## src/rtl/iter_seq_ctrl.sv

```systemverilog
// iter_seq_ctrl: IDLE/ITER/HOLD sequencer driving the enable strobes of an iterative datapath.
// Optional abort input and behaviour are enabled by defining SEQ_ABORT_EN.
module iter_seq_ctrl #(
    parameter int ITERS = 28,
    parameter int CW    = $clog2(ITERS) + 1
) (
    input  logic          clock,
    input  logic          reset,
    input  logic          req_valid,
    output logic          req_ready,
    output logic          ld_en,
    output logic          it_en,
    output logic          out_en,
    output logic [CW-1:0] iter_cnt,
    output logic          busy,
    output logic          res_valid,
    input  logic          res_ready
`ifdef SEQ_ABORT_EN
    ,
    input  logic          abort
`endif
);

    typedef enum logic [1:0] {
        IDLE = 2'd0,
        ITER = 2'd1,
        HOLD = 2'd2
    } state_t;

    localparam logic [CW-1:0] LAST_CNT = CW'(ITERS - 1);
    localparam logic [CW-1:0] CNT_ONE  = CW'(1);
    localparam logic [CW-1:0] CNT_ZERO = {CW{1'b0}};

    state_t        state_r;
    logic [CW-1:0] cnt_r;
    logic          abort_s;
    logic          accept_s;
    logic          last_s;

`ifdef SEQ_ABORT_EN
    assign abort_s = abort;
`else
    assign abort_s = 1'b0;
`endif

    assign accept_s = (state_r == IDLE) && req_valid;
    assign last_s   = (cnt_r == LAST_CNT);
    assign iter_cnt = cnt_r;

    // State register and iteration counter; abort outranks completion and res_ready.
    always_ff @(posedge clock or posedge reset) begin
        if (reset) begin
            state_r <= IDLE;
            cnt_r   <= CNT_ZERO;
        end else begin
            case (state_r)
                IDLE: begin
                    cnt_r <= CNT_ZERO;
                    if (accept_s) begin
                        state_r <= ITER;
                    end else begin
                        state_r <= IDLE;
                    end
                end
                ITER: begin
                    if (abort_s) begin
                        state_r <= IDLE;
                        cnt_r   <= CNT_ZERO;
                    end else if (last_s) begin
                        state_r <= HOLD;
                        cnt_r   <= CNT_ZERO;
                    end else begin
                        state_r <= ITER;
                        cnt_r   <= cnt_r + CNT_ONE;
                    end
                end
                HOLD: begin
                    cnt_r <= CNT_ZERO;
                    if (abort_s || res_ready) begin
                        state_r <= IDLE;
                    end else begin
                        state_r <= HOLD;
                    end
                end
                default: begin
                    state_r <= IDLE;
                    cnt_r   <= CNT_ZERO;
                end
            endcase
        end
    end

    // Strobe and status decode from state plus current inputs (ld_en is Mealy on accept).
    always_comb begin
        req_ready = 1'b0;
        ld_en     = 1'b0;
        it_en     = 1'b0;
        out_en    = 1'b0;
        busy      = 1'b0;
        res_valid = 1'b0;
        case (state_r)
            IDLE: begin
                req_ready = 1'b1;
                ld_en     = accept_s;
            end
            ITER: begin
                busy   = 1'b1;
                it_en  = !abort_s;
                out_en = last_s && !abort_s;
            end
            HOLD: begin
                busy      = 1'b1;
                res_valid = !abort_s;
            end
            default: begin
                req_ready = 1'b0;
                busy      = 1'b0;
            end
        endcase
    end

endmodule

```

## config.mk

```make
export PLATFORM = sky130hd
export DESIGN_NAME = iter_seq_ctrl
export DESIGN_NICKNAME = d
export VERILOG_FILES = /design/src/rtl/iter_seq_ctrl.sv
export SDC_FILE = /design/constraint.sdc
export NUM_CORES = 1
export LEC_CHECK = 0
export CAP_MARGIN = 20
export CELL_PAD_IN_SITES_DETAIL_PLACEMENT = 1
export CELL_PAD_IN_SITES_GLOBAL_PLACEMENT = 2
export CORE_ASPECT_RATIO = 0.8
export CORE_MARGIN = 2
export CORE_UTILIZATION = 25
export CTS_BUF_LIST = sky130_fd_sc_hd__clkbuf_4 sky130_fd_sc_hd__clkbuf_8 sky130_fd_sc_hd__clkbuf_16
export DETAILED_ROUTE_END_ITERATION = 7
export PLACE_DENSITY = 0.78
export SYNTH_ARGS = -nofsm -noshare
export SYNTH_HDL_FRONTEND = slang
export SYNTH_SLANG_ARGS = --single-unit
```

## constraint.sdc

```tcl
create_clock -name clock -period 2.65 [get_ports clock]
set_input_delay 0.265 -clock clock [delete_from_list [all_inputs] [get_ports clock]]
set_output_delay 0.265 -clock clock [all_outputs]
set_load 0.01 [all_outputs]
```

Word-level counts from Yosys, hierarchy flattened
Cells that the tools add are included.
{"block": "word_totals", "ff_bits": 8, "input_bits": 4, "out_inout_bits": 12}
{"block": "classes", "add_sub_neg": 1, "n_eq_ne": 3, "muxes": 12, "n_reduce_logical": 3}
{"cell": "$mux W6", "count": 2}
{"cell": "$mux W1", "count": 7}
{"cell": "$add A6 B1 Y6 const B", "count": 1}
{"cell": "$eq A6 B5 Y1 const B", "count": 1}
{"cell": "$pmux W2 S3", "count": 1}
{"cell": "$mux W2", "count": 2}
{"cell": "$eq A2 B1 Y1 const B", "count": 1}
{"cell": "$eq A2 B2 Y1 const B", "count": 1}
{"cell": "$logic_not A2 Y1", "count": 1}
{"cell": "$reduce_or A2 Y1", "count": 1}
{"cell": "$logic_and A1 B1 Y1", "count": 1}

Longest topological paths before layout
{"block": "logic_depth", "depth_word": 4, "mapped_depth": 4, "mapped_depth_nobuf": 4}

Worst setup path before layout
No wires, ideal clock.
{"block": "synth_timing", "kind": "reg2reg", "start": "register cnt_r[0] (netlist: iter_cnt[0])", "end": "register state_r[0]", "arrival_ns": 1.205, "slack_ns": 1.303, "path_stages_with_launch": 5, "cell_sequence": "dfrtp_1 ha_1 nand4b_1 o21ai_1 a21oi_1"}
{"block": "synth_via", "elab_chain_len": 3}
{"item": "start: declaration", "line_no": "35", "rtl": "logic [CW-1:0] cnt_r;"}
{"item": "start signal: assignment", "line_no": "74", "rtl": "cnt_r <= cnt_r + CNT_ONE;"}
{"item": "$eq A6 B5 Y1", "line_no": "47", "rtl": "assign last_s = (cnt_r == LAST_CNT);"}
{"item": "$mux W2", "line_no": "69", "rtl": "end else if (last_s) begin"}
{"item": "$pmux W2 S3", "line_no": "56", "rtl": "case (state_r)"}
{"item": "end signal: assignment", "line_no": "60", "rtl": "state_r <= ITER;"}
{"item": "end signal: assignment", "line_no": "70", "rtl": "state_r <= HOLD;"}
{"item": "end signal: assignment", "line_no": "73", "rtl": "state_r <= ITER;"}
{"item": "end: declaration", "line_no": "34", "rtl": "state_t state_r;"}
No other way between the ends.

Final worst setup path
{"block": "layout_timing", "start": "register cnt_r[0] (netlist: iter_cnt[0])", "end": "output out_en"}
{"block": "layout_via", "elab_chain_len": 2}
{"item": "$eq A6 B5 Y1", "line_no": "47"}
{"item": "$mux W1", "line_no": "101", "rtl": "case (state_r)"}
{"item": "end: declaration", "line_no": "13", "rtl": "output logic out_en,"}
No other way between the ends.

==> metrics.txt <==
# TYPE chip_impl_metric gauge
chip_impl_metric{name="worst_slew_margin_rel",unit="%"} 64.41
chip_impl_info{name="grt_setup_unrepaired",value="no"} 1
chip_impl_metric{name="timing.reg2reg.worst_path_depth",unit=""} 4
chip_impl_metric{name="setup_tns",unit="ns"} 0
chip_impl_metric{name="postSynthNetCount",unit=""} 50
chip_impl_metric{name="ctsHtreeMaxLevel",unit=""} 1
chip_impl_metric{name="cellLeakagePower",unit="nW"} 0.2790
chip_impl_metric{name="ir_worst_vdd",unit="V"} 0.0004833
chip_impl_metric{name="grt_start_max_net_pins",unit=""} 9
chip_impl_metric{name="grt_first_pass_wirelength",unit="µm"} 1580
chip_impl_info{name="endpoint_kind",value="output pin"} 1
chip_impl_metric{name="cp.arrival",unit="ns"} 1.85
chip_impl_metric{name="total_wirelength",unit="µm"} 975
chip_impl_metric{name="finalMaxSlewViolations",unit=""} 0
chip_impl_metric{name="synthDominantCellAreaShare",unit="%"} 48.19
chip_impl_metric{name="worst-slew-pin-transition",unit="ns"} 0.5303
chip_impl_metric{name="drt_drc_violations_left",unit=""} 0
chip_impl_metric{name="finalInstanceArea",unit="µm²"} 615.6
chip_impl_info{name="path_cells",value="ha_1 -> nand4b_1 -> nor2_1 -> and2_1 -> clkdlybuf4s50_1"} 1
chip_impl_metric{name="synth_warnings",unit=""} 0
chip_impl_metric{name="drt_iter0_drc",unit=""} 2
chip_impl_metric{name="timing.reg2reg.setup_slack",unit="ns"} 1.15
chip_impl_metric{name="clock-skew-final",unit="ns"} 0.0003955
chip_impl_info{name="ys_top_cells_by_area",value="dfrtp_1 (48%), ha_1 (15%), nor2_1 (6.3%)"} 1
chip_impl_metric{name="cts.reportedPaths.clkPinSlew",unit="ns"} 0.06
chip_impl_metric{name="drive_above_1_share",unit="%"} 8.475
chip_impl_metric{name="final_core_utilization",unit="%"} 38.62
chip_impl_metric{name="critPathRequiredTime",unit="ns"} 2.38
chip_impl_metric{name="io-pin-count",unit=""} 16
chip_impl_metric{name="global_route.usage.met3",unit="%"} 4.478
chip_impl_info{name="regToRegEndpoint",value="state_r[0]$_DFF_PP0_"} 1
chip_impl_metric{name="timing.fmax",unit="MHz"} 472.9
chip_impl_metric{name="wl_per_cell",unit="µm"} 12.04
chip_impl_metric{name="dp_hpwl",unit="µm"} 757.5
chip_impl_metric{name="overall_power",unit="mW"} 0.5962
chip_impl_metric{name="drt_pre_antenna_iters",unit=""} 3
chip_impl_metric{name="hold_slack",unit="ns"} 0.2592
chip_impl_metric{name="cts.sink_count",unit=""} 8
chip_impl_info{name="worst-setup-path-type",value="flip-flop to output pin"} 1
chip_impl_metric{name="drt.antenna.violating_nets",unit=""} 0
chip_impl_metric{name="initial_core_util",unit="%"} 26.06
chip_impl_metric{name="grt_pass1_vias",unit=""} 365
chip_impl_metric{name="cts-resized-gates",unit=""} 0
chip_impl_info{name="status",value="completed"} 1
chip_impl_metric{name="finalHoldViolCount",unit=""} 0
chip_impl_metric{name="antenna_found_initial",unit=""} 0
chip_impl_metric{name="worst-path-max-fanout",unit=""} 4
chip_impl_metric{name="num_antenna_cells",unit=""} 0
chip_impl_metric{name="syn-cell-area",unit="µm²"} 415.4
chip_impl_metric{name="dieArea",unit="µm²"} 2006
chip_impl_info{name="critPathTopFamily",value="buffers and inverters"} 1
chip_impl_metric{name="numCtsBuffers",unit=""} 3
chip_impl_metric{name="maxCapViolations",unit=""} 0
chip_impl_metric{name="num_rows",unit=""} 13
chip_impl_metric{name="worstPathBufferInverterCount",unit=""} 1
chip_impl_info{name="post-synth-top-area-cell",value="dfrtp_1"} 1
chip_impl_metric{name="placement.cell_area",unit="µm²"} 593.1
chip_impl_metric{name="fin_nets",unit=""} 70
chip_impl_metric{name="global_route_met1_utilization",unit="%"} 12.00
chip_impl_metric{name="gp_congestion",unit=""} 0.6858
chip_impl_metric{name="grt.total_usage",unit="%"} 11.19
chip_impl_metric{name="fillCellCount",unit=""} 198
chip_impl_metric{name="flow.area_growth_from_synthesis",unit="%"} 48.19
chip_impl_metric{name="met2_usage",unit="%"} 20.67
chip_impl_metric{name="grt.overflow.total",unit=""} 0
chip_impl_metric{name="dieWidth",unit="µm"} 49.58
chip_impl_metric{name="synth_seq_cells",unit=""} 8
chip_impl_info{name="reg2reg_from",value="iter_cnt[0]$_DFF_PP0_"} 1
chip_impl_metric{name="postCtsSetupRepairBufs",unit=""} 0
chip_impl_metric{name="portBuffers",unit=""} 15
chip_impl_info{name="grt_most_used_layer",value="met2"} 1
chip_impl_metric{name="pre_cts_slack",unit="ns"} 0.7907
chip_impl_metric{name="detail_route.vias_per_cell",unit=""} 4.272
chip_impl_metric{name="design.core.area",unit="µm²"} 1594
chip_impl_metric{name="cpPeakStageDelay",unit="ns"} 0.54
chip_impl_metric{name="multiInputGateArea",unit="µm²"} 192.7
chip_impl_metric{name="cts_buffer_depth",unit=""} 2
chip_impl_metric{name="report.final.setup_viol",unit=""} 0
chip_impl_metric{name="synth-seq-area-share",unit="%"} 48.19
chip_impl_info{name="clock_tree_from_tritoncts",value="done"} 1
chip_impl_info{name="clk_root_buffer_cell",value="clkbuf_4"} 1
chip_impl_metric{name="worst_skew_pair.late_latency",unit="ns"} 0.25
chip_impl_metric{name="ctsHoldBuffers",unit=""} 0
chip_impl_metric{name="syn-mean-instance-area",unit="µm²"} 10.13
chip_impl_metric{name="via_count",unit=""} 346
chip_impl_info{name="setup.worst_path.start_class",value="flip-flop"} 1
chip_impl_metric{name="die-height",unit="µm"} 40.46
chip_impl_metric{name="synth.lib_cells_used.distinct",unit=""} 17
chip_impl_metric{name="power_per_cell_area",unit="nW/µm²"} 968.6
chip_impl_metric{name="post-place-cells",unit=""} 78
chip_impl_metric{name="fin_cells",unit=""} 81
chip_impl_info{name="worst_path_max_delay_cell",value="clkdlybuf4s50_1"} 1
chip_impl_metric{name="layout.area.seq",unit="µm²"} 200.2
chip_impl_metric{name="worst_slack",unit="ns"} 0.5353
chip_impl_metric{name="final_cycle_utilization_of_the_critical_path",unit="%"} 79.80
chip_impl_info{name="min_delay_worst_type",value="input pin to async pin"} 1
chip_impl_metric{name="finalCriticalPeriod",unit="ns"} 2.115
chip_impl_metric{name="synthCells",unit=""} 41
kinds of logic after synthesis:
kind of cell    count (synthesis)  synth area share [%]
fa+ha+maj                       5                 15.06
simple gates                   14                 16.87
compound gates                  5                 8.130
xor+xnor                        3                 6.326
flops                           8                 48.19
buf+inv                         6                 5.421
placed cells by master, fill, tap and decap left out, types with 2 or more instances in the layout:
master / count
clkdlybuf4s50_1: 15
dfrtp_1: 8
nor2_1: 7
inv_1: 6
ha_1: 5
clkbuf_4: 3
xor2_1: 2
nand2_1: 2
worst max path at each step:
stage / startpoint / end / slack [ns] / depth (start not counted)
floorplan: iter_cnt[0]$_DFF_PP0_ / state_r[0]$_DFF_PP0_ / 1.30 / 4
CTS: iter_cnt[0]$_DFF_PP0_ / out_en / 0.49 / 5
global placement: iter_cnt[0]$_DFF_PP0_ / out_en / 0.87 / 5
global route: iter_cnt[0]$_DFF_PP0_ / out_en / 0.40 / 5
finish: iter_cnt[0]$_DFF_PP0_ / out_en / 0.54 / 5
detailed placement: iter_cnt[0]$_DFF_PP0_ / out_en / 0.79 / 5
final cells by class:
type | count | area share (%)
sequential | 8 | 32.52
multi-input combinational | 27 | 31.30
inverter | 6 | 3.659
tap | 22 | 4.472
clock buffer | 3 | 3.659
timing repair buffer | 15 | 24.39
power breakdown:
group / total, mW / switching [mW] / internal (mW)
Sequential: 0.225 / 0.0577 / 0.167
Combinational: 0.275 / 0.124 / 0.151
Clock: 0.0957 / 0.0437 / 0.0520
Total: 0.596 / 0.225 / 0.371
Yosys cell counts (all sizes together):
cell type  instances
a21oi              2
a32o               1
and2               1
dfrtp              8
ha                 5
inv                6
nand2              2
nand3              2
nand4b             1
nor2               7
o21ai              2
or3                1
xnor2              1
xor2               2
state kept, by name, summed over array words and instances, names as in the netlist:
signal	count
state_r	2
iter_cnt	6
metal layers:
metal | routed length (µm) | part of all wire [%] | vias to the layer above
li1 | - | - | 170
met1 | 432 | 44 | 166
met2 | 494 | 51 | 10
met3 | 47 | 4.8 | 0
met4 | 0 | 0 | 0
met5 | 0 | 0 | -
worst reg2reg max path, delay by kind of cell, from the launching register on:
| family | cells | cell delay (ns) |
|---|---|---|
| AO/OA/AOI/OAI | 2 | 0.59 |
| flip-flops | 1 | 0.41 |
| adder cells (fa/ha/maj) | 1 | 0.23 |
| AND/OR/NAND/NOR | 1 | 0.14 |
Note: power is estimated with default switching activity, not from simulation.
